File: src/rtl/wconv_fifo_pkg.sv
// Shared types and width helpers for the width-converting FIFO.
package wconv_fifo_pkg;

  typedef enum logic {
    PACK_LSB_FIRST = 1'b0,
    PACK_MSB_FIRST = 1'b1
  } pack_order_e;

  function automatic int out_w(input int in_w, input int ratio);
    return in_w * ratio;
  endfunction

  function automatic int ptr_w(input int depth);
    return $clog2(depth);
  endfunction

  function automatic int cnt_w(input int depth);
    return $clog2(depth) + 1;
  endfunction

  function automatic int lvl_w(input int ratio);
    return $clog2(ratio);
  endfunction

endpackage

File: src/rtl/wconv_fifo_if.sv
// Handshake/data bundle of wconv_fifo; master drives the strobes, slave is the FIFO.
interface wconv_fifo_if
  import wconv_fifo_pkg::*;
#(
  parameter int IN_W  = 1,
  parameter int RATIO = 8,
  parameter int DEPTH = 128
);
  localparam int OUT_W = out_w(IN_W, RATIO);
  localparam int CNT_W = cnt_w(DEPTH);
  localparam int LVL_W = lvl_w(RATIO);

  logic [IN_W-1:0]  din;
  logic             wr_en;
  logic             flush;
  logic             rd_en;
  logic [OUT_W-1:0] dout;
  logic             full;
  logic             empty;
  logic [CNT_W-1:0] word_count;
  logic [LVL_W-1:0] pack_level;
  logic             overflow;
  logic             underflow;

  modport master (
    output din, wr_en, flush, rd_en,
    input  dout, full, empty, word_count, pack_level, overflow, underflow
  );

  modport slave (
    input  din, wr_en, flush, rd_en,
    output dout, full, empty, word_count, pack_level, overflow, underflow
  );

endinterface

File: src/rtl/wconv_fifo_packer.sv
// Chunk packer: shift register, chunk counter, write-accept rule, word strobe
// and zero-padded partial-word commit.
module wconv_packer
  import wconv_fifo_pkg::*;
#(
  parameter int IN_W      = 1,
  parameter int RATIO     = 8,
  parameter int MSB_FIRST = 1
) (
  input  logic                           clk,
  input  logic                           rst_n,
  input  logic [IN_W-1:0]                din,
  input  logic                           wr_en,
  input  logic                           flush,
  input  logic                           full,
  output logic [lvl_w(RATIO)-1:0]        level,
  output logic [out_w(IN_W, RATIO)-1:0]  word,
  output logic                           push,
  output logic                           drop
);
  localparam int OUT_W = out_w(IN_W, RATIO);
  localparam int LVL_W = lvl_w(RATIO);
  localparam int SH_W  = $clog2(OUT_W + 1);
  localparam logic [LVL_W-1:0] LAST = LVL_W'(RATIO - 1);
  localparam pack_order_e ORDER = (MSB_FIRST != 0) ? PACK_MSB_FIRST : PACK_LSB_FIRST;

  logic [OUT_W-1:0] sr_r;
  logic [LVL_W-1:0] level_r;
  logic [OUT_W-1:0] shifted_s;
  logic [OUT_W-1:0] src_s;
  logic [OUT_W-1:0] padded_s;
  logic [LVL_W:0]   eff_level_s;
  logic [SH_W-1:0]  pad_s;
  logic             wr_acc_s;
  logic             completes_s;
  logic             partial_s;
  logic             flush_commit_s;
  logic             flush_drop_s;

  // Accept decision, flush decision and the word presented to storage
  always_comb begin
    wr_acc_s       = wr_en && !(full && (level_r == LAST));
    completes_s    = wr_acc_s && (level_r == LAST);
    eff_level_s    = {1'b0, level_r} + {{LVL_W{1'b0}}, wr_acc_s};
    partial_s      = (eff_level_s != {(LVL_W+1){1'b0}}) && !completes_s;
    flush_commit_s = flush && partial_s && !full;
    flush_drop_s   = flush && partial_s && full;
    if (ORDER == PACK_MSB_FIRST) begin
      shifted_s = {sr_r[OUT_W-IN_W-1:0], din};
    end else begin
      shifted_s = {din, sr_r[OUT_W-1:IN_W]};
    end
    src_s = wr_acc_s ? shifted_s : sr_r;
    // Shifting the held chunks to their final slots also pushes stale bits out
    pad_s = SH_W'((RATIO - int'(eff_level_s)) * IN_W);
    if (ORDER == PACK_MSB_FIRST) begin
      padded_s = src_s << pad_s;
    end else begin
      padded_s = src_s >> pad_s;
    end
    word = completes_s ? shifted_s : padded_s;
    push = completes_s || flush_commit_s;
    drop = (wr_en && !wr_acc_s) || flush_drop_s;
  end

  // Shift register and chunk counter
  always_ff @(posedge clk) begin
    if (!rst_n) begin
      sr_r    <= {OUT_W{1'b0}};
      level_r <= {LVL_W{1'b0}};
    end else begin
      if (wr_acc_s) begin
        sr_r <= shifted_s;
      end
      if (completes_s || flush_commit_s) begin
        level_r <= {LVL_W{1'b0}};
      end else if (wr_acc_s) begin
        level_r <= level_r + LVL_W'(1'b1);
      end
    end
  end

  assign level = level_r;

endmodule

File: src/rtl/wconv_fifo.sv
// Width-converting FIFO top: packer plus word storage, pointers and flags.
// Partial-word flush is compiled in when WCONV_FIFO_FLUSH_EN is defined.
module wconv_fifo
  import wconv_fifo_pkg::*;
#(
  parameter int IN_W      = 1,
  parameter int RATIO     = 8,
  parameter int DEPTH     = 128,
  parameter int MSB_FIRST = 1
) (
  input  logic        clk,
  input  logic        rst_n,
  wconv_fifo_if.slave bus
);
  localparam int OUT_W = out_w(IN_W, RATIO);
  localparam int PTR_W = ptr_w(DEPTH);
  localparam int CNT_W = cnt_w(DEPTH);
  localparam int LVL_W = lvl_w(RATIO);

  logic [OUT_W-1:0] mem_r [DEPTH];
  logic [PTR_W:0]   wr_ptr_r;
  logic [PTR_W:0]   rd_ptr_r;
  logic [PTR_W:0]   wr_ptr_nxt_s;
  logic [PTR_W:0]   rd_ptr_nxt_s;
  logic [OUT_W-1:0] dout_r;
  logic [OUT_W-1:0] word_s;
  logic [CNT_W-1:0] count_r;
  logic [LVL_W-1:0] level_s;
  logic             full_r;
  logic             empty_r;
  logic             overflow_r;
  logic             underflow_r;
  logic             full_nxt_s;
  logic             empty_nxt_s;
  logic             push_s;
  logic             pop_s;
  logic             drop_s;
  logic             flush_en_s;

`ifdef WCONV_FIFO_FLUSH_EN
  assign flush_en_s = bus.flush;
`else
  assign flush_en_s = bus.flush & 1'b0;
`endif

  wconv_packer #(
    .IN_W      (IN_W),
    .RATIO     (RATIO),
    .MSB_FIRST (MSB_FIRST)
  ) u_packer (
    .clk   (clk),
    .rst_n (rst_n),
    .din   (bus.din),
    .wr_en (bus.wr_en),
    .flush (flush_en_s),
    .full  (full_r),
    .level (level_s),
    .word  (word_s),
    .push  (push_s),
    .drop  (drop_s)
  );

  // Next pointers; the packer never pushes while full, so no guard is needed here
  always_comb begin
    pop_s = bus.rd_en && !empty_r;
    if (push_s) begin
      wr_ptr_nxt_s = wr_ptr_r + (PTR_W+1)'(1'b1);
    end else begin
      wr_ptr_nxt_s = wr_ptr_r;
    end
    if (pop_s) begin
      rd_ptr_nxt_s = rd_ptr_r + (PTR_W+1)'(1'b1);
    end else begin
      rd_ptr_nxt_s = rd_ptr_r;
    end
    empty_nxt_s = (wr_ptr_nxt_s == rd_ptr_nxt_s);
    full_nxt_s  = (wr_ptr_nxt_s[PTR_W] != rd_ptr_nxt_s[PTR_W]) &&
                  (wr_ptr_nxt_s[PTR_W-1:0] == rd_ptr_nxt_s[PTR_W-1:0]);
  end

  // Word storage
  always_ff @(posedge clk) begin
    if (rst_n && push_s) begin
      mem_r[wr_ptr_r[PTR_W-1:0]] <= word_s;
    end
  end

  // Pointers, status flags and registered read data
  always_ff @(posedge clk) begin
    if (!rst_n) begin
      wr_ptr_r    <= {(PTR_W+1){1'b0}};
      rd_ptr_r    <= {(PTR_W+1){1'b0}};
      full_r      <= 1'b0;
      empty_r     <= 1'b1;
      count_r     <= {CNT_W{1'b0}};
      dout_r      <= {OUT_W{1'b0}};
      overflow_r  <= 1'b0;
      underflow_r <= 1'b0;
    end else begin
      wr_ptr_r <= wr_ptr_nxt_s;
      rd_ptr_r <= rd_ptr_nxt_s;
      full_r   <= full_nxt_s;
      empty_r  <= empty_nxt_s;
      count_r  <= wr_ptr_nxt_s - rd_ptr_nxt_s;
      if (pop_s) begin
        dout_r <= mem_r[rd_ptr_r[PTR_W-1:0]];
      end
      if (drop_s) begin
        overflow_r <= 1'b1;
      end
      if (bus.rd_en && empty_r) begin
        underflow_r <= 1'b1;
      end
    end
  end

  assign bus.dout       = dout_r;
  assign bus.full       = full_r;
  assign bus.empty      = empty_r;
  assign bus.word_count = count_r;
  assign bus.pack_level = level_s;
  assign bus.overflow   = overflow_r;
  assign bus.underflow  = underflow_r;

endmodule

File: src/flat_wrapper.sv
// flat-port wrapper written by rule: the top's interface ports become plain ports
module wconv_fifo_flat import wconv_fifo_pkg::*;
#(
  parameter int IN_W      = 1,
  parameter int RATIO     = 8,
  parameter int DEPTH     = 128,
  parameter int MSB_FIRST = 1
)
  (clk, rst_n, bus_din, bus_wr_en, bus_flush, bus_rd_en, bus_dout, bus_full, bus_empty, bus_word_count, bus_pack_level, bus_overflow, bus_underflow);
  wconv_fifo_if #(.IN_W(IN_W), .RATIO(RATIO), .DEPTH(DEPTH)) bus_i ();
  input  logic clk;
  input  logic rst_n;
  input wire logic [$bits(bus_i.din)-1:0] bus_din;
  input wire logic [$bits(bus_i.wr_en)-1:0] bus_wr_en;
  input wire logic [$bits(bus_i.flush)-1:0] bus_flush;
  input wire logic [$bits(bus_i.rd_en)-1:0] bus_rd_en;
  output wire logic [$bits(bus_i.dout)-1:0] bus_dout;
  output wire logic [$bits(bus_i.full)-1:0] bus_full;
  output wire logic [$bits(bus_i.empty)-1:0] bus_empty;
  output wire logic [$bits(bus_i.word_count)-1:0] bus_word_count;
  output wire logic [$bits(bus_i.pack_level)-1:0] bus_pack_level;
  output wire logic [$bits(bus_i.overflow)-1:0] bus_overflow;
  output wire logic [$bits(bus_i.underflow)-1:0] bus_underflow;
  assign bus_i.din = bus_din;
  assign bus_i.wr_en = bus_wr_en;
  assign bus_i.flush = bus_flush;
  assign bus_i.rd_en = bus_rd_en;
  assign bus_dout = bus_i.dout;
  assign bus_full = bus_i.full;
  assign bus_empty = bus_i.empty;
  assign bus_word_count = bus_i.word_count;
  assign bus_pack_level = bus_i.pack_level;
  assign bus_overflow = bus_i.overflow;
  assign bus_underflow = bus_i.underflow;
  wconv_fifo #(.IN_W(IN_W), .RATIO(RATIO), .DEPTH(DEPTH), .MSB_FIRST(MSB_FIRST)) u_core (.clk(clk), .rst_n(rst_n), .bus(bus_i));
endmodule
File: config.mk
export PLATFORM = sky130hd
export DESIGN_NAME = wconv_fifo_flat
export DESIGN_NICKNAME = d
export VERILOG_FILES = /design/src/rtl/wconv_fifo_pkg.sv /design/src/rtl/wconv_fifo_if.sv /design/src/rtl/wconv_fifo_packer.sv /design/src/rtl/wconv_fifo.sv /design/src/flat_wrapper.sv
export SDC_FILE = /design/constraint.sdc
export NUM_CORES = 1
export LEC_CHECK = 0
export BUFFER_PORTS_ARGS = -buffer_cell sky130_fd_sc_hd__buf_2
export CAP_MARGIN = 10
export CORE_MARGIN = 2
export CORE_UTILIZATION = 55
export CTS_CLUSTER_DIAMETER = 80
export DETAILED_ROUTE_END_ITERATION = 12
export HOLD_SLACK_MARGIN = 0.12
export PLACE_DENSITY = 0.78
export SLEW_MARGIN = 25
export SYNTH_ARGS = -nofsm -noshare
export SYNTH_HDL_FRONTEND = slang
export SYNTH_HIERARCHICAL = 1
export SYNTH_SLANG_ARGS = --single-unit
File: constraint.sdc
create_clock -name clk -period 9.6 [get_ports clk]
set_input_delay 1.44 -clock clk [delete_from_list [all_inputs] [get_ports clk]]
set_output_delay 1.44 -clock clk [all_outputs]
set_load 0.05 [all_outputs]
==> flow_summary.ini, run 1 <==
[critical_path]
crit_arrival_ns = 5.87
cp.required_ns = 9.94
end_kind = flop
cp_max_fo = 78
crit_type = in -> reg
r2r_slack_ns = 4.10
cp-start-kind = primary input

[routing]
wl_per_cell_um = 27.4
first_iter_violations = 2700
drtAntennaViolNets = 0
vias_per_cell = 6.42
dr.pass1.iters = 8
vias = 21967
drt_wl_total_um = 93800
drcViolationCount = 0

[pwr]
cellPowerDensity_mw_per_mm2 = 215
p_leak_uw = 0.0132
ir_drop_mv = 0.146

[layout]
mostFrequentLayoutCells = edfxtp_1, mux4_2, nor2_1, mux2i_1, clkbuf_16
drive_gt1_share_pct = 19.9
final_area_mm2 = 0.0477
fin_cells = 3422
area_growth_pct = 10.3
final_nets = 2307
layout_commonest_cell = edfxtp_1

[logic_synthesis]
syn_nets = 2276
synth_largest_area_cell = edfxtp_1
synth_top_cell_area_share_pct = 71.2
synth-seq-cells = 1071
netlist_area_mm2 = 0.0432
ys_types = 77
avgSynthCellArea_um2 = 19.1
synth_edf_count = 1024
ys.flop_type = edfxtp_1
ys_seq_area_share_pct = 73.3
synth.top_cells.by_area = edfxtp_1, mux4_2, mux2i_1
syn_inst = 2260
yosys_warnings = 6
async_reset_ff_share_pct = 0

[floorplanning]
ios = 29
dieWidth_um = 284
die_y_um = 284
core-area_mm2 = 0.0776
rows = 102
start_util_pct = 55.7
fp.dieArea_mm2 = 0.0808

[timing]
finalSetupViolCount = 0
rsz0062_at_grt = false
min_period_ns = 5.53
period_share_pct = 57.6
fmax_mhz = 181
worstMarginPinSlew_ns = 1.09
slew_headroom_pct = 25.6
slew_violations = 0
hold_violations = 0
skew_ns = 0.0269
postLayoutSetupSlackWorst_ns = 4.07
setup_tns_ns = 0

[clock_network]
clock-sinks = 1071
ctsHoldBuffers = 0
cts_resized = 0
cts_root_buffer = clkbuf_16
clk_pin_slew_ns = 0.06
post-cts-setup-buffer-count = 0
clk_latency_ns = 0.67
cts_tree = built
cts_buffer_depth = 3
h-tree-depth = 3
cts_made_buffers = 102

[grt]
grt.overflow.total = 0
grt_util_all_layers_pct = 23.4
grt_max_degree = 134
antenna_found_initial = 3
grt_pass1_vias = 22291
grt_pass1_wl_um = 141000

[placed_design]
numPlacedInstances = 3225
dpl_cell_area_mm2 = 0.0441
port_buffers = 27
pre_cts_ws_ns = 3.46
routabilityCongestion = 0.943
dp_hpwl_um = 54200

[outcome]
status = finished, final reports clean

[min_path]
hold_path.class = reg -> reg

[job]
drv_cap = 0
-- state kept, by name (all words and copies together) (netlist names), named ones only --
signal,flops
u_core/bus.word_count,8
u_core/u_packer/level,3
u_core/wr_ptr_r,5
u_core/rd_ptr_r,8
u_core/bus.overflow,1
u_core/mem_r,1024
u_core/u_packer/sr_r,8
u_core/bus.full,1
u_core/bus.empty,1
u_core/bus.dout,8
u_core/bus.underflow,1
-- stage by stage --
step | util, % | power [uW] | hold WS [ns]
after detailed placement | 56.8 | 6200 | 0.457
final | 61.4 | 10200 | 0.467
after global routing | 61.4 | 10500 | 0.498
after global placement | 56.8 | 6180 | 0.442
after CTS | 61.3 | 10300 | 0.471
after floorplan | - | 6030 | 0.443
-- report_power, final --
| group | total, uW | internal, uW | switching [uW] |
|---|---|---|---|
| registers | 5220 | 5170 | 48.8 |
| logic | 893 | 362 | 531 |
| clock network | 4140 | 2440 | 1700 |
| total | 10200 | 7970 | 2280 |
-- cell families (layout without fill, tap and decap cells) --
kind of cell    after synthesis  count (layout)  synth area share, %
simple gates                400             400                 4.32
buf+inv                     145             265                 2.25
mux                         392             392                 15.5
compound gates              217             217                 3.69
flops                      1071            1071                 73.3
other cells                   1               3              0.00868
fa+ha+maj                    12              12                0.353
xor+xnor                     22              22                0.489
-- worst paths after layout --
path	startpoint	end	cells past startpoint
max	bus_wr_en	u_core/mem_r[0][6]	12
min	u_core/bus.overflow	u_core/bus.overflow	1
max reg2reg	u_core/u_packer/level[1]	u_core/mem_r[0][6]	13
min reg2reg	u_core/bus.overflow	u_core/bus.overflow	1
-- critical path, cell delays in order --
cell and delay (ns):
buf_2 0.10, a21bo_1 0.65, inv_12 0.13, ha_1 0.45, inv_2 0.25, ha_1 0.28, nor2b_1 0.21, a211oi_1 0.12
a211oi_2 0.67, o21ai_1 0.23, nand2_4 0.49, buf_4 0.75
-- metal layers --
layer / GRT usage [%] / up-vias / wire length (um)
li1: - / 9231 / -
met1: 32.3 / 11330 / 36000
met2: 37.3 / 1203 / 45700
met3: 4.31 / 201 / 8660
met4: 9.32 / 2 / 3430
met5: 0 / - / 7
-- cells in the mapped netlist, types with 27 or more instances --
library cell / n
nand2_1: 76
nor2b_1: 47
nor2_1: 174
a211oi_1: 33
o21ai_0: 34
mux4_2: 199
clkbuf_1: 47
mux2i_1: 153
dfxtp_1: 47
edfxtp_1: 1024
buf_2: 34
nand3_1: 27
-- final cells by class --
cell class,instances,area [um2]
Sequential cell,1071,31700
Fill cell,5264,29900
Multi-Input combinational cell,1044,10600
Clock buffer,128,2780
Tap cell,1040,1300
Clock inverter,65,717
Timing Repair Buffer,59,453
Inverter,13,61.3
Antenna cell,2,5.00
Note: power is estimated with default switching activity, not from simulation.
==> run 2, diff against run 1 <==
==> constraint.sdc (replaced) <==
create_clock -name clk -period 5.21 [get_ports clk]
set_input_delay 0.7815 -clock clk [delete_from_list [all_inputs] [get_ports clk]]
set_output_delay 0.7815 -clock clk [all_outputs]
set_load 0.05 [all_outputs]
==> flow_summary.ini, run 2 (synthesis gave the netlist of run 1 again) <==
[grt]
grt_util_all_layers_pct = 24.6
antenna_found_initial = 1
grt.overflow.total = 0
grt_pass1_wl_um = 147000
grt_max_degree = 129
grt_pass1_vias = 22746

[timing]
finalSetupViolCount = 0
hold_violations = 0
skew_ns = 0.0258
rsz0062_at_grt = false
min_period_ns = 4.66
setup_tns_ns = 0
slew_headroom_pct = 28.4
slew_violations = 0
worstMarginPinSlew_ns = 1.07
holdWs_ns = 0.474
fmax_mhz = 215
period_share_pct = 89.4

[critical_path]
r2r-end = u_core/mem_r[53][3]
cp_max_fo = 80
r2r_slack_ns = 0.55
reg2reg_from = u_core/u_packer/level[1]
crit_type = reg -> reg
ff2ff_path_depth = 13
cp-start-kind = flop
end_kind = flop
critPathMaxStageDelay_ns = 0.76
crit_top_cell = ha_1
cp.required_ns = 5.64
crit_arrival_ns = 5.09
cp_cell_sequence = ha_1 > ha_1 > a21bo_1 > inv_12 > ha_1 > ha_1 > inv_1 > ha_1 > nor2_1 > a32oi_1 > a211oi_2 > a22o_4 > buf_12
slowest_stage = a211oi_2

[clock_network]
cts_root_buffer = clkbuf_16
post-cts-setup-buffer-count = 0
clk_latency_ns = 0.67
clk_pin_slew_ns = 0.07
cts_resized = 0
clock-sinks = 1071
h-tree-depth = 3
cts_tree = built
ctsHoldBuffers = 0
cts_made_buffers = 104
cts_buffer_depth = 3

[outcome]
status = finished, final reports clean

[min_path]
min_path_cells = 1
hold_path.class = reg -> reg
whs_endpoint = u_core/bus.overflow
hold_start = u_core/bus.overflow

[floorplanning]
rows = 102
core-area_mm2 = 0.0776
dieWidth_um = 284
ios = 29
die_y_um = 284
start_util_pct = 55.7
fp.dieArea_mm2 = 0.0808

[layout]
final_nets = 2363
area_growth_pct = 11.2
fillerInstances = 5199
mostFrequentLayoutCells = edfxtp_1, mux4_2, nor2_1, mux2i_1, clkbuf_16
drive_gt1_share_pct = 21.5
antenna_cells = 0
layout_commonest_cell = edfxtp_1
fin_util_pct = 61.9
largest_reg_flops = 1024

[routing]
drcViolationCount = 0
vias_per_cell = 6.46
vias = 22462
drtAntennaViolNets = 0
drt_wl_total_um = 98800
wl_per_cell_um = 28.4
dr.pass1.iters = 6
first_iter_violations = 2923

[pwr]
ir_drop_mv = 0.289
p_leak_uw = 0.0135
cellPowerDensity_mw_per_mm2 = 389

[job]
drv_cap = 0

[placed_design]
routabilityCongestion = 0.877
port_buffers = 27
dp_hpwl_um = 57700
-- run 2: cell types whose count changed in the layout (fill, tap and decap cells not counted), moves of 2 or more --
cell | before | now
buf_4 | 25 | 70
clkinv_1 | 14 | 25
clkbuf_8 | 7 | 0
bufinv_16 | 14 | 11
clkinvlp_4 | 10 | 3
buf_6 | 2 | 0
diode_2 | 2 | 0
clkbuf_1 | 16 | 13
clkinv_2 | 21 | 28
buf_12 | 4 | 16
-- run 2: report_power, final --
group	internal [uW]	switching, uW
Combinational	690	1010
Sequential	9520	85.8
Clock	4240	3150
Total	14400	4250
-- run 2: stage by stage --
stage / total power (uW) / setup WS (ns) / instances / instance area (um2)
2_1_floorplan: 11100 / 0.492 / 2260 / 43200
3_3_place_gp: 11400 / 0.904 / 3281 / 44700
3_5_place_dp: 11500 / 0.685 / 3281 / 44700
4_1_cts: 18800 / 0.687 / 3476 / 48100
5_1_grt: 19200 / 0.386 / 3476 / 48100
6_report: 18700 / 0.552 / 3476 / 48100
-- run 2: layout make-up --
class	count	area [um2]	area share (%)
flip-flops and latches	1071	31700	66.0
multi-input cells	1044	10600	22.1
clock buffers	118	2680	5.57
well taps	1040	1300	2.71
repair buffers	113	981	2.04
clock inverters	77	699	1.46
inverters	13	61.3	0.128
-- run 2: worst max path at each step --
stage / start / to / slack [ns] / depth (start not counted)
global route: u_core/u_packer/level[1] / u_core/mem_r[53][3] / 0.39 / 13
finish: u_core/u_packer/level[1] / u_core/mem_r[53][3] / 0.55 / 13
detailed placement: bus_wr_en / u_core/mem_r[48][3] / 0.69 / 11
global placement: bus_wr_en / u_core/mem_r[22][7] / 0.90 / 11
CTS: u_core/u_packer/level[1] / u_core/mem_r[48][3] / 0.69 / 12
floorplan: u_core/u_packer/level[1] / u_core/mem_r[0][4] / 0.49 / 16
-- run 2: worst max-delay path, delay by kind of cell, from the launching register on --
kind	cells	cell delay, ns
flip-flops	1	0.46
adder cells (fa/ha/maj)	5	1.33
AND/OR/NAND/NOR	1	0.21
AO/OA/AOI/OAI	4	1.75
buffers and inverters	3	0.58
-- run 2: routing by layer --
layer / vias to the layer above / track usage, % / wire length (um)
li1: 9345 / - / -
met1: 11552 / 33.8 / 36700
met2: 1301 / 39.3 / 47900
met3: 264 / 5.01 / 10400
met4: 0 / 9.20 / 3830
met5: - / 0 / 0
